[config.mk]
export PLATFORM = sky130hd
export DESIGN_NAME = lamp_sequencer
export DESIGN_NICKNAME = d
export VERILOG_FILES = /design/src/rtl/lamp_sequencer.sv
export SDC_FILE = /design/constraint.sdc
export NUM_CORES = 1
export LEC_CHECK = 0
export ABC_AREA = 1
export CORE_ASPECT_RATIO = 2
export CORE_MARGIN = 2
export CORE_UTILIZATION = 30
export CTS_CLUSTER_DIAMETER = 150
export DETAILED_ROUTE_END_ITERATION = 12
export PLACE_DENSITY_LB_ADDON = 0.12
export SLEW_MARGIN = 15
export SYNTH_ARGS = -nofsm -noshare
export SYNTH_HDL_FRONTEND = slang
export SYNTH_SLANG_ARGS = --single-unit
[constraint.sdc]
create_clock -name clk -period 3.2 [get_ports clk]
set_input_delay 0.32 -clock clk [delete_from_list [all_inputs] [get_ports clk]]
set_output_delay 0.32 -clock clk [all_outputs]
set_load 0.03 [all_outputs]
[src/rtl/lamp_sequencer.sv]
// Four-approach traffic lamp sequencer.
// Each approach runs its own RED -> GREEN -> AMBER -> ALLRED -> RED cycle.
// Only one approach may be out of RED at a time. Grants seen on more than
// one approach latch a sticky conflict flag that blocks new greens until reset.
//
//   state  | meaning
//   RED    | idle, red lit, may be granted green
//   GREEN  | arrows follow registered LG/SG/RG bits
//   AMBER  | amber lit, counting AMBER_TICKS ticks
//   ALLRED | red lit, clearance of ALLRED_TICKS ticks
module lamp_sequencer #(
    parameter int AMBER_TICKS  = 3,
    parameter int ALLRED_TICKS = 2
) (
    input  logic       clk,
    input  logic       rst,
    input  logic       tick,
    input  logic [3:0] LG,
    input  logic [3:0] SG,
    input  logic [3:0] RG,
    output logic [3:0] lamp_red,
    output logic [3:0] lamp_amber,
    output logic [3:0] lamp_gl,
    output logic [3:0] lamp_gs,
    output logic [3:0] lamp_gr,
    output logic       clear,
    output logic       conflict_err
);

    typedef enum logic [1:0] {
        RED    = 2'd0,
        GREEN  = 2'd1,
        AMBER  = 2'd2,
        ALLRED = 2'd3
    } state_t;

    localparam logic [3:0] AMBER_LOAD  = 4'(AMBER_TICKS);
    localparam logic [3:0] ALLRED_LOAD = 4'(ALLRED_TICKS);

    state_t     state     [4];
    state_t     state_nxt [4];
    logic [3:0] cnt       [4];
    logic [3:0] cnt_nxt   [4];
    logic [3:0] lg_q, sg_q, rg_q;
    logic [3:0] g;
    logic [3:0] is_red;
    logic [3:0] is_green;
    logic       multi_grant;
    logic       conflict_set;

    assign g           = LG | SG | RG;
    assign multi_grant = (g & (g - 4'd1)) != 4'd0;

    // Per-approach state flags used by the cross-approach interlocks.
    always_comb begin
        is_red   = 4'b0;
        is_green = 4'b0;
        for (int i = 0; i < 4; i++) begin
            is_red[i]   = (state[i] == RED);
            is_green[i] = (state[i] == GREEN);
        end
    end

    // Conflict: several grants while all idle, or a foreign grant during a green.
    always_comb begin
        conflict_set = 1'b0;
        if ((&is_red) && multi_grant)
            conflict_set = 1'b1;
        for (int i = 0; i < 4; i++) begin
            if (is_green[i] && ((g & ~(4'b0001 << i)) != 4'd0))
                conflict_set = 1'b1;
        end
    end

    // Next-state and counter logic for each approach FSM.
    always_comb begin
        logic [3:0] mask;
        logic       other_g;
        logic       others_red;
        for (int i = 0; i < 4; i++) begin
            state_nxt[i] = state[i];
            cnt_nxt[i]   = cnt[i];
            mask         = 4'b0001 << i;
            other_g      = (g & ~mask) != 4'd0;
            others_red   = &(is_red | mask);
            case (state[i])
                RED: begin
                    if (g[i] && others_red && !other_g && !conflict_err)
                        state_nxt[i] = GREEN;
                end
                GREEN: begin
                    if (!g[i] || other_g) begin
                        state_nxt[i] = AMBER;
                        cnt_nxt[i]   = AMBER_LOAD;
                    end
                end
                AMBER: begin
                    if (tick) begin
                        if (cnt[i] <= 4'd1) begin
                            state_nxt[i] = ALLRED;
                            cnt_nxt[i]   = ALLRED_LOAD;
                        end else begin
                            cnt_nxt[i] = cnt[i] - 4'd1;
                        end
                    end
                end
                ALLRED: begin
                    if (tick) begin
                        if (cnt[i] <= 4'd1) begin
                            state_nxt[i] = RED;
                            cnt_nxt[i]   = 4'd0;
                        end else begin
                            cnt_nxt[i] = cnt[i] - 4'd1;
                        end
                    end
                end
                default: state_nxt[i] = RED;
            endcase
        end
    end

    // State, counter, arrow sample and sticky conflict registers.
    always_ff @(posedge clk) begin
        if (rst) begin
            for (int i = 0; i < 4; i++) begin
                state[i] <= RED;
                cnt[i]   <= 4'd0;
            end
            lg_q         <= 4'b0;
            sg_q         <= 4'b0;
            rg_q         <= 4'b0;
            conflict_err <= 1'b0;
        end else begin
            for (int i = 0; i < 4; i++) begin
                state[i] <= state_nxt[i];
                cnt[i]   <= cnt_nxt[i];
            end
            lg_q <= LG;
            sg_q <= SG;
            rg_q <= RG;
            if (conflict_set)
                conflict_err <= 1'b1;
        end
    end

    // Moore lamp decode from the state registers.
    always_comb begin
        lamp_red   = 4'b0;
        lamp_amber = 4'b0;
        lamp_gl    = 4'b0;
        lamp_gs    = 4'b0;
        lamp_gr    = 4'b0;
        for (int i = 0; i < 4; i++) begin
            lamp_red[i]   = (state[i] == RED) || (state[i] == ALLRED);
            lamp_amber[i] = (state[i] == AMBER);
            lamp_gl[i]    = is_green[i] && lg_q[i];
            lamp_gs[i]    = is_green[i] && sg_q[i];
            lamp_gr[i]    = is_green[i] && rg_q[i];
        end
    end

    assign clear = &is_red;

endmodule

* Word-level counts from Yosys, hierarchy flattened
Memory sizes are Yosys's and may differ from the RTL's.
Cells that the tools add are included.
W data, S select, Z words.
** Word-level totals
- Bits in registers :: 13
- Memory bits (writable) :: 24
- Bits of input ports :: 15
- Logic and storage cells :: 166
- Memories kept :: 2
** Memory list
- cnt :: words 4, width 4, rd ports 4, clocked after memory_dff 0, write ports 4, RTL line 42 : logic [3:0] cnt [4];
- state :: words 4, width 2, rd ports 4, clocked after memory_dff 0, write ports 4, RTL line 40 : state_t state [4];
** Cells by class
- Add/subtract/negate cells :: 5
- Magnitude comparators :: 4
- Eq/ne operators :: 12
- Muxes and demuxes :: 68
- Bitwise logic cells :: 11
- Reductions and logical operators :: 60
** Operator list (count)
- $mux W4 :: 24
- $mux W2 :: 28
- $pmux W4 S3 :: 4
- $pmux W2 S4 :: 4
- $logic_and A1 B1 Y1 :: 29
- $reduce_bool A4 Y1 :: 5
- $sub A4 B1 Y4 const B :: 5
- $eq A2 B2 Y1 const B :: 8
- $le A4 B1 Y1 const B :: 4
- $reduce_and A3 Y1 :: 4
- $logic_not A1 Y1 :: 9
- $eq A2 B1 Y1 const B :: 4
- $logic_not A2 Y1 :: 4
- $logic_or A1 B1 Y1 :: 8
- $mux W1 :: 8
- $or A1 B1 Y1 :: 8
- $or A4 B4 Y4 :: 2
- $and A4 B4 Y4 :: 1
- $reduce_and A4 Y1 :: 1

* Logic depth before layout (Yosys ltp)
Gate-level depths: netlist of the first run.
- Depth in word-level cells :: 11
- Gate-level depth with buffers :: 11

* Worst setup path after synthesis of the first run
OpenSTA, ideal clock, no wires.
- Path kind :: register to register
- Start point :: memory state[3][0] (netlist bit)
- End point :: memory cnt[3][2]
- Setup time :: 64 ps
- Data arrival time :: 1525 ps
- Setup slack :: 1611 ps
- Stages on the path, launching flop included :: 12
- Buffers on the path :: 0
- Clock period less this slack :: 1589 ps
- Cell sequence :: dfxtp_1 > inv_1 > ha_1 > nor2_1 > inv_1 > a21oi_1 > nand2_2 > inv_2 > nand2_1 > nand2_1 > nand2_1 > nor2_1
** RTL lines (RTL line)
- start, declared :: 40
- end, declared :: 42

==> flow_summary.ini, run 1 <==
[route]
wl_um = 5950
final_antenna_net_count = 0
via_per_inst = 4.553
drc = 0
wire_per_inst_um = 11.97
dr.pass1.iters = 4
drt_iter0_drc = 65
num_vias = 2263

[clock_network]
clk_path_buf_depth = 2
insertion_delay_ns = 0.28
cts_tree = built
hold_buffers = 0
post_cts_resized = 0
cts-root-buf = clkbuf_16
htreeDepth = 2
clk_pin_slew_ns = 0.06
post-cts-setup-buffers = 0
clock-sinks = 37
numCtsBuffers = 5

[timing]
worst_slew_pin_slew_ns = 0.5251
fin_skew_ns = 0.003403
timing.final.ws_setup_ns = 0.9800
hold_viol_final = 0
relSlewSlack = 0.6463
period_minus_slack_ns = 2.220
post-route-period-util = 0.6938
finalSetupTns_ns = 0
slew_violations = 0
setup_viol = 0
max_freq_mhz = 450.4
rsz0062_at_grt = false

[die]
pin_count = 37
core_um2 = 8174
die_h_um = 133.3
die_area_um2 = 9146
die_width_um = 68.63
num_rows = 47
initial_core_util = 0.3066

[placed_design]
pre_cts_slack_ns = 1.274
post-dp-hpwl_um = 4699
place_congestion = 0.7872
io_buffers = 36
place_area_um2 = 2979

[global_routing]
antenna_found_initial = 0
grt_overflow = 0
grt_pass1_vias = 2296
grt_pass1_wl_um = 10030
globalRouteTotalUtil = 0.1446
grt_max_degree = 28

[synthesis]
yosysMostFrequentCell = nand2_1
synth_cell_types = 33
synthesis.area_um2 = 2506
synthTopCellsByCount = nand2_1 (75), inv_1 (68), nor2_1 (42)
synth-seq-area-share = 0.2956
ys_top_cells_by_area = dfxtp_1 (30%), ha_1 (14%), nand2_1 (11%), inv_1 (10%), nor2_1 (6.3%)
syn_area_per_cell_um2 = 6.981
synth_enable_flop_cells = 0
yosysWarningCount = 0
syn_nets = 402
ys_seq_elements = 37
yosysTopAreaCell = dfxtp_1
synth_flop_cell = dfxtp_1
async_reset_ff_frac = 0
synth_top_area_frac = 0.2956
syn_inst = 359

[setup_path]
arrival_ns = 1.90
cp-end-kind = output pin
worstPathRequired_ns = 2.88
startpoint_type = flop
worstPathMaxFanout = 4
critPathKind = flop to output pin

[pwr]
power.leakage_nw = 1.523
total_power_mw = 2.842
ir_worst_vdd_v = 0.0004395
power_density_nw_per_um2 = 910.3

[cells_and_area]
antenna_cells = 0
postLayoutCoreUtil = 0.3819
regArea_um2 = 740.7
drive_gt1_frac = 0.1103
multi_input_area_um2 = 1466
fillers = 883
design_area_um2 = 3122
area_growth_pct = 24.56
fin_nets = 442

[min_path]
min_path_type = flop to flop

[outcome]
outcome = complete, no violations

[flow_run]
max_cap_viol_count = 0
-- layout make-up --
type | count | area share
Clock buffer | 7 | 0.04569
Sequential cell | 37 | 0.2373
Tap cell | 98 | 0.03928
Inverter | 75 | 0.09018
Multi-Input combinational cell | 243 | 0.4697
Timing Repair Buffer | 37 | 0.1178
-- stage by stage --
stage	std cells	hold slack (ns)
finish	497	0.4993
CTS	497	0.4995
global route	497	0.5174
detailed placement	490	0.4901
floorplan	359	0.4270
global placement	490	0.4866
-- power by group --
group / internal, mW / leakage [nW] / switching [mW]
Combinational: 0.620 / 1.15 / 1.05
Clock: 0.306 / 0.0700 / 0.186
Sequential: 0.589 / 0.306 / 0.0880
-- critical path, cell delays in order, from the launching register on --
cell and delay (ns):
dfxtp_1 0.34, inv_1 0.11, ha_1 0.20, nand3_1 0.11, nor2_1 0.16, clkdlybuf4s50_1 0.70
-- per-layer routing --
metal	share of wire	global-route usage
met5	0	0
met4	0.032	0.07222
met3	0.025	0.02703
met2	0.58	0.2746
met1	0.36	0.1362
-- final timing paths --
kind / startpoint / to / slack, ns / depth (start not counted)
worst max-delay path: state[0][1] / clear / 0.98 / 5
worst min-delay path: cnt[1][3] / cnt[1][3] / 0.50 / 2
worst max register to register: cnt[3][0] / state[3][0] / 1.48 / 9
worst min register to register: cnt[1][3] / cnt[1][3] / 0.50 / 2
-- registers in the layout, indices dropped and copies added, names as in the netlist --
name,cells
sg_q,4
lg_q,4
cnt,16
state,8
rg_q,4
conflict_err,1
-- cells by family after synthesis --
logic type | share of synthesized area
compound gates | 0.1293
xor+xnor | 0.006991
fa+ha+maj | 0.1398
buf+inv | 0.1193
flops | 0.2956
simple gates | 0.3090
-- placed cells by master (no fill, tap or decap), types with 3 or more instances in the layout --
| master | n |
|---|---|
| nor2_2 | 3 |
| nand4_1 | 7 |
| nand2_1 | 75 |
| nand3_1 | 11 |
| clkbuf_16 | 5 |
| clkdlybuf4s50_1 | 36 |
| a21oi_2 | 3 |
| nand2_2 | 7 |
| a211oi_2 | 4 |
| nand4_2 | 3 |
| o21ai_1 | 3 |
| inv_2 | 7 |
| a21oi_1 | 21 |
| ha_1 | 28 |
| nor2_1 | 42 |
| inv_1 | 68 |
| o21ai_0 | 18 |
| nand3_2 | 3 |
| dfxtp_1 | 37 |
Power figures use the tool's default switching activity.
==> inputs of run 2 (changes only) <==
- clock period: 3.2 -> 2.2 ns (I/O delays scaled with it)
==> run 2 against run 1 <==
Against the previous run: critical path depth decreased by 1; sequential cell count unchanged; sequential power increased by 46%; wire length decreased by 1.5%; clock-buffer cell count unchanged; clock power increased by 54%.
==> flow_summary.ini, run 2 (same netlist as run 1, synthesis figures left out) <==
[outcome]
outcome = complete, no violations

[setup_path]
reg2reg_from = cnt[0][0]
arrival_ns = 1.84
startpoint_type = flop
startpoint = state[2][0]
cpPeakStageDelay_ns = 0.66
crit_top_cell = inv_1
cpMaxStageDelayCell = clkdlybuf4s50_1
crit_family = buffers and inverters
critPathKind = flop to output pin
worstPathMaxFanout = 4
worstPathRequired_ns = 1.98
worst-path-buf-inv = 3
path_cells = inv_1 > ha_1 > inv_1 > clkdlybuf4s50_1
cp-end-kind = output pin

[cells_and_area]
mostFrequentLayoutCell = nand2_1
fin_nets = 443
antenna_cells = 0
drive_gt1_frac = 0.1172
reg.largest.list = cnt x16, state x8
area_growth_pct = 25.56
most-common-layout-cells = nand2_1 (75), inv_1 (68), nor2_1 (42), dfxtp_1 (37), clkdlybuf4s50_1 (35)
top_register = cnt
largest_reg_flops = 16

[die]
core_um2 = 8174
die_width_um = 68.63
initial_core_util = 0.3066
num_rows = 47
die_h_um = 133.3
die_area_um2 = 9146
pin_count = 37

[timing]
period_minus_slack_ns = 2.058
slew_violations = 0
setup_viol = 0
hold_viol_final = 0
finalSetupTns_ns = 0
fin_skew_ns = 0.002587
rsz0062_at_grt = false
post-route-period-util = 0.9353
max_freq_mhz = 486.0
relSlewSlack = 0.6266
worst_slew_pin_slew_ns = 0.5543

[route]
wl_um = 5860
via_per_inst = 4.521
final_antenna_net_count = 0
wire_per_inst_um = 11.74
num_vias = 2256
dr.pass1.iters = 4
drc = 0
drt_iter0_drc = 60

[clock_network]
cts-root-buf = clkbuf_16
clk_path_buf_depth = 2
clk_pin_slew_ns = 0.06
clock-sinks = 37
numCtsBuffers = 5
cts_tree = built
post-cts-setup-buffers = 0
post_cts_resized = 0
hold_buffers = 0
insertion_delay_ns = 0.28
htreeDepth = 2

[pwr]
power.leakage_nw = 1.552
power_density_nw_per_um2 = 1324
total_power_mw = 4.165
ir_worst_vdd_v = 0.0005380

[min_path]
worstHoldStart = RG[3]
min_path_type = input port to flop

[global_routing]
globalRouteTotalUtil = 0.1440
grt_pass1_wl_um = 10030
grt_max_degree = 18
grt_overflow = 0
grt_pass1_vias = 2214
antenna_found_initial = 0

[placed_design]
post-dp-hpwl_um = 4756
place_congestion = 0.7900
io_buffers = 36

[flow_run]
max_cap_viol_count = 0
run 2: changes by cell type in the layout (fill, tap and decap cells not counted), sizes merged:
cell           change
buf                +1
dlymetal6s2s       +1
clkinv             +1
clkdlybuf4s50      -1
run 2: per-layer routing:
layer | global-route usage | vias to the layer above | part of all wire
met5 | 0 | - | 0
met4 | 0.05333 | 0 | 0.020
met3 | 0.02534 | 6 | 0.024
met2 | 0.2756 | 27 | 0.59
met1 | 0.1432 | 1027 | 0.37
li1 | - | 1196 | -
run 2: stage by stage:
| stage | instances | util | hold WS [ns] | area (um2) | setup WS (ns) |
|---|---|---|---|---|---|
| after global routing | 499 | 0.3850 | 0.5128 | 3147 | 0.03692 |
| after detailed placement | 491 | 0.3654 | 0.4936 | 2987 | 0.3743 |
| after floorplan | 359 | - | 0.3270 | 2506 | 0.6110 |
| after global placement | 491 | 0.3654 | 0.4852 | 2987 | 0.4039 |
| after CTS | 499 | 0.3847 | 0.4850 | 3144 | 0.04744 |
| final | 499 | 0.3850 | 0.4903 | 3147 | 0.1424 |
run 2: final cells by class:
cell class	instances	area [um2]
Inverter	75	281.5
Tap cell	98	122.6
Timing Repair Buffer	38	377.9
Sequential cell	37	740.7
Multi-Input combinational cell	243	1466
Fill cell	861	5027
Clock inverter	1	5.005
Clock buffer	7	152.6
run 2: worst paths after layout:
kind	to	depth (start not counted)	slack, ns
max	lamp_red[2]	4	0.14
min	rg_q[3]	3	0.49
max reg2reg	state[0][0]	9	0.49
min reg2reg	state[0][0]	2	0.50
run 2: worst min-delay path: stages:
cell and delay, ns:
clkdlybuf4s50_1 0.39, inv_1 0.08, nor2_1 0.04
run 2: report_power, final:
| group | internal [mW] | switching, mW |
|---|---|---|
| Clock | 0.480 | 0.278 |
| Combinational | 0.902 | 1.52 |
| Sequential | 0.857 | 0.129 |
| Total | 2.24 | 1.93 |
==> inputs of run 3 (changes only) <==
--- a/constraint.sdc
+++ b/constraint.sdc
@@ -3,2 +3,2 @@
 set_output_delay 0.22 -clock clk [all_outputs]
-set_load 0.03 [all_outputs]
+set_load 0.02 [all_outputs]
==> run 3 against run 2 <==
Against the previous run: non-clock buffer count shrank 1; critical path depth is the same; global-route usage increased by 0.43 points; clock skew grew 0.0025 ns; via count fell by 0.31%; die area unchanged; utilization grew 0.14 points; first-iteration DRC count decreased by 23%; largest power group unchanged; sequential power is essentially flat; largest cell class unchanged; clock power is 13% higher; register-to-register slack worse by 0.03 ns.
==> flow_summary.ini, run 3 (same netlist as run 1, synthesis figures left out) <==
[clock_network]
hold_buffers = 0
cts-root-buf = clkbuf_16
clock-sinks = 37
cts_tree = built
clk_pin_slew_ns = 0.06
insertion_delay_ns = 0.28
numCtsBuffers = 5
post_cts_resized = 0
clk_path_buf_depth = 2
post-cts-setup-buffers = 0
htreeDepth = 2

[route]
via_per_inst = 4.516
drt_iter0_drc = 46
num_vias = 2249
routed.top_layer = met4
dr.pass1.iters = 4
wl_um = 5947
final_antenna_net_count = 0
met2WireLength_um = 3466
wire_per_inst_um = 11.94
drc = 0
wl_met1_um = 2182
dr_wl_met3_um = 147

[min_path]
holdPathStages = 3
min_path_type = input port to flop

[setup_path]
r2r-end = cnt[3][2]
worstPathMaxFanout = 4
cp-end-kind = output pin
cpPeakStageDelay_ns = 0.59
r2r_setup_slack_ns = 0.46
crit_top_cell = inv_1
startpoint_type = flop
reg2reg_from = cnt[3][0]
path_cells = inv_1 > ha_1 > inv_1 > clkdlybuf4s50_1
critical_path_depth = 4
cpMaxStageDelayCell = clkdlybuf4s50_1
crit_path_end = lamp_red[1]
worst-path-buf-inv = 3
startpoint = state[1][0]
worstPathRequired_ns = 1.98
crit_family = buffers and inverters
reg2regPathDepth = 7
arrival_ns = 1.78
critPathKind = flop to output pin

[die]
die_h_um = 133.3
num_rows = 47
die_width_um = 68.63
pin_count = 37
initial_core_util = 0.3066
die_area_um2 = 9146
core_um2 = 8174

[timing]
finalSetupTns_ns = 0
setup_viol = 0
relSlewSlack = 0.6255
hold_viol_final = 0
period_minus_slack_ns = 2.003
max_freq_mhz = 499.3
post-route-period-util = 0.9103
worst_slew_pin_slew_ns = 0.5559
fin_skew_ns = 0.005110
rsz0062_at_grt = false
slew_violations = 0
timing.final.ws_setup_ns = 0.1972

[placed_design]
pre_cts_slack_ns = 0.4243
io_buffers = 36
place_area_um2 = 2979
post-dp-hpwl_um = 4781
place_congestion = 0.8064

[cells_and_area]
largest_reg_flops = 16
design_area_um2 = 3158
mostFrequentLayoutCell = nand2_1
fillers = 869
antenna_cells = 0
area_growth_pct = 26.01
most-common-layout-cells = nand2_1 (75), inv_1 (68), nor2_1 (42), dfxtp_1 (37), clkdlybuf4s50_1 (35)
fin_nets = 442
top_register = cnt
reg.largest.list = cnt x16, state x8
drive_gt1_frac = 0.1150

[pwr]
pwr-share-seq = 0.235
power.leakage_nw = 1.551
comb_power_share = 0.559
pwr-share-clk = 0.205
p_switching_mw = 1.858
ir_worst_vdd_v = 0.0006078
intPower_mw = 2.323
power_density_nw_per_um2 = 1324
switching_share = 0.4443

[global_routing]
grt_max_degree = 23
grt_pass1_vias = 2263
grt_overflow = 0
antenna_found_initial = 0
globalRouteTotalUtil = 0.1483
grt_pass1_wl_um = 10210

[outcome]
outcome = complete, no violations

[flow_run]
max_cap_viol_count = 0
-- run 3: cell types whose count changed in the layout (fill, tap and decap cells not counted) --
cell        before  now
bufinv_16        0    1
clkinv_2         1    0
clkinvlp_4       0    1
buf_4            2    1
clkbuf_8         2    1
-- run 3: area by class of cell --
| cell class | count | area (um2) | share of cell area |
|---|---|---|---|
| clock buffers | 6 | 138.9 | 0.04398 |
| clock inverters | 2 | 37.54 | 0.01189 |
| inverters | 75 | 281.5 | 0.08914 |
| multi-input cells | 243 | 1466 | 0.4643 |
| flip-flops and latches | 37 | 740.7 | 0.2345 |
| well taps | 98 | 122.6 | 0.03883 |
| repair buffers | 37 | 370.4 | 0.1173 |
-- run 3: worst min-delay path, delay by kind of cell --
| family | cells | cell delay, ns |
|---|---|---|
| buf+inv | 2 | 0.47 |
| simple gates | 1 | 0.04 |
-- run 3: worst min-delay path by stage --
stage,to,slack (ns),from
2_1_floorplan,lg_q[1],0.33,LG[1]
3_5_place_dp,cnt[1][2],0.49,cnt[1][2]
3_3_place_gp,cnt[2][2],0.48,cnt[2][2]
4_1_cts,rg_q[3],0.49,RG[3]
6_report,rg_q[3],0.49,RG[3]
5_1_grt,lg_q[3],0.51,LG[3]
-- run 3: power by group through the flow --
stage,Clock (mW),Combinational (mW),Sequential (mW)
floorplan,0,1.70,0.981
global placement,0,2.36,1.00
detailed placement,0,2.35,1.00
CTS,0.889,2.38,0.987
global route,0.920,2.69,1.01
finish,0.858,2.34,0.984
-- run 3: metal layers --
metal,vias to the layer above,GRT usage
met1,1018,0.1421
met4,0,0.06667
met2,24,0.2837
li1,1198,-
met3,9,0.02618
met5,-,0
-- run 3: through the flow --
step	hold WS (ns)	util	total power, mW	cells
final	0.4947	0.3863	4.181	498
after global routing	0.5084	0.3863	4.622	498
after CTS	0.4886	0.3860	4.255	498
after detailed placement	0.4889	0.3645	3.357	490
after global placement	0.4844	0.3645	3.367	490
after floorplan	0.3270	-	2.683	359
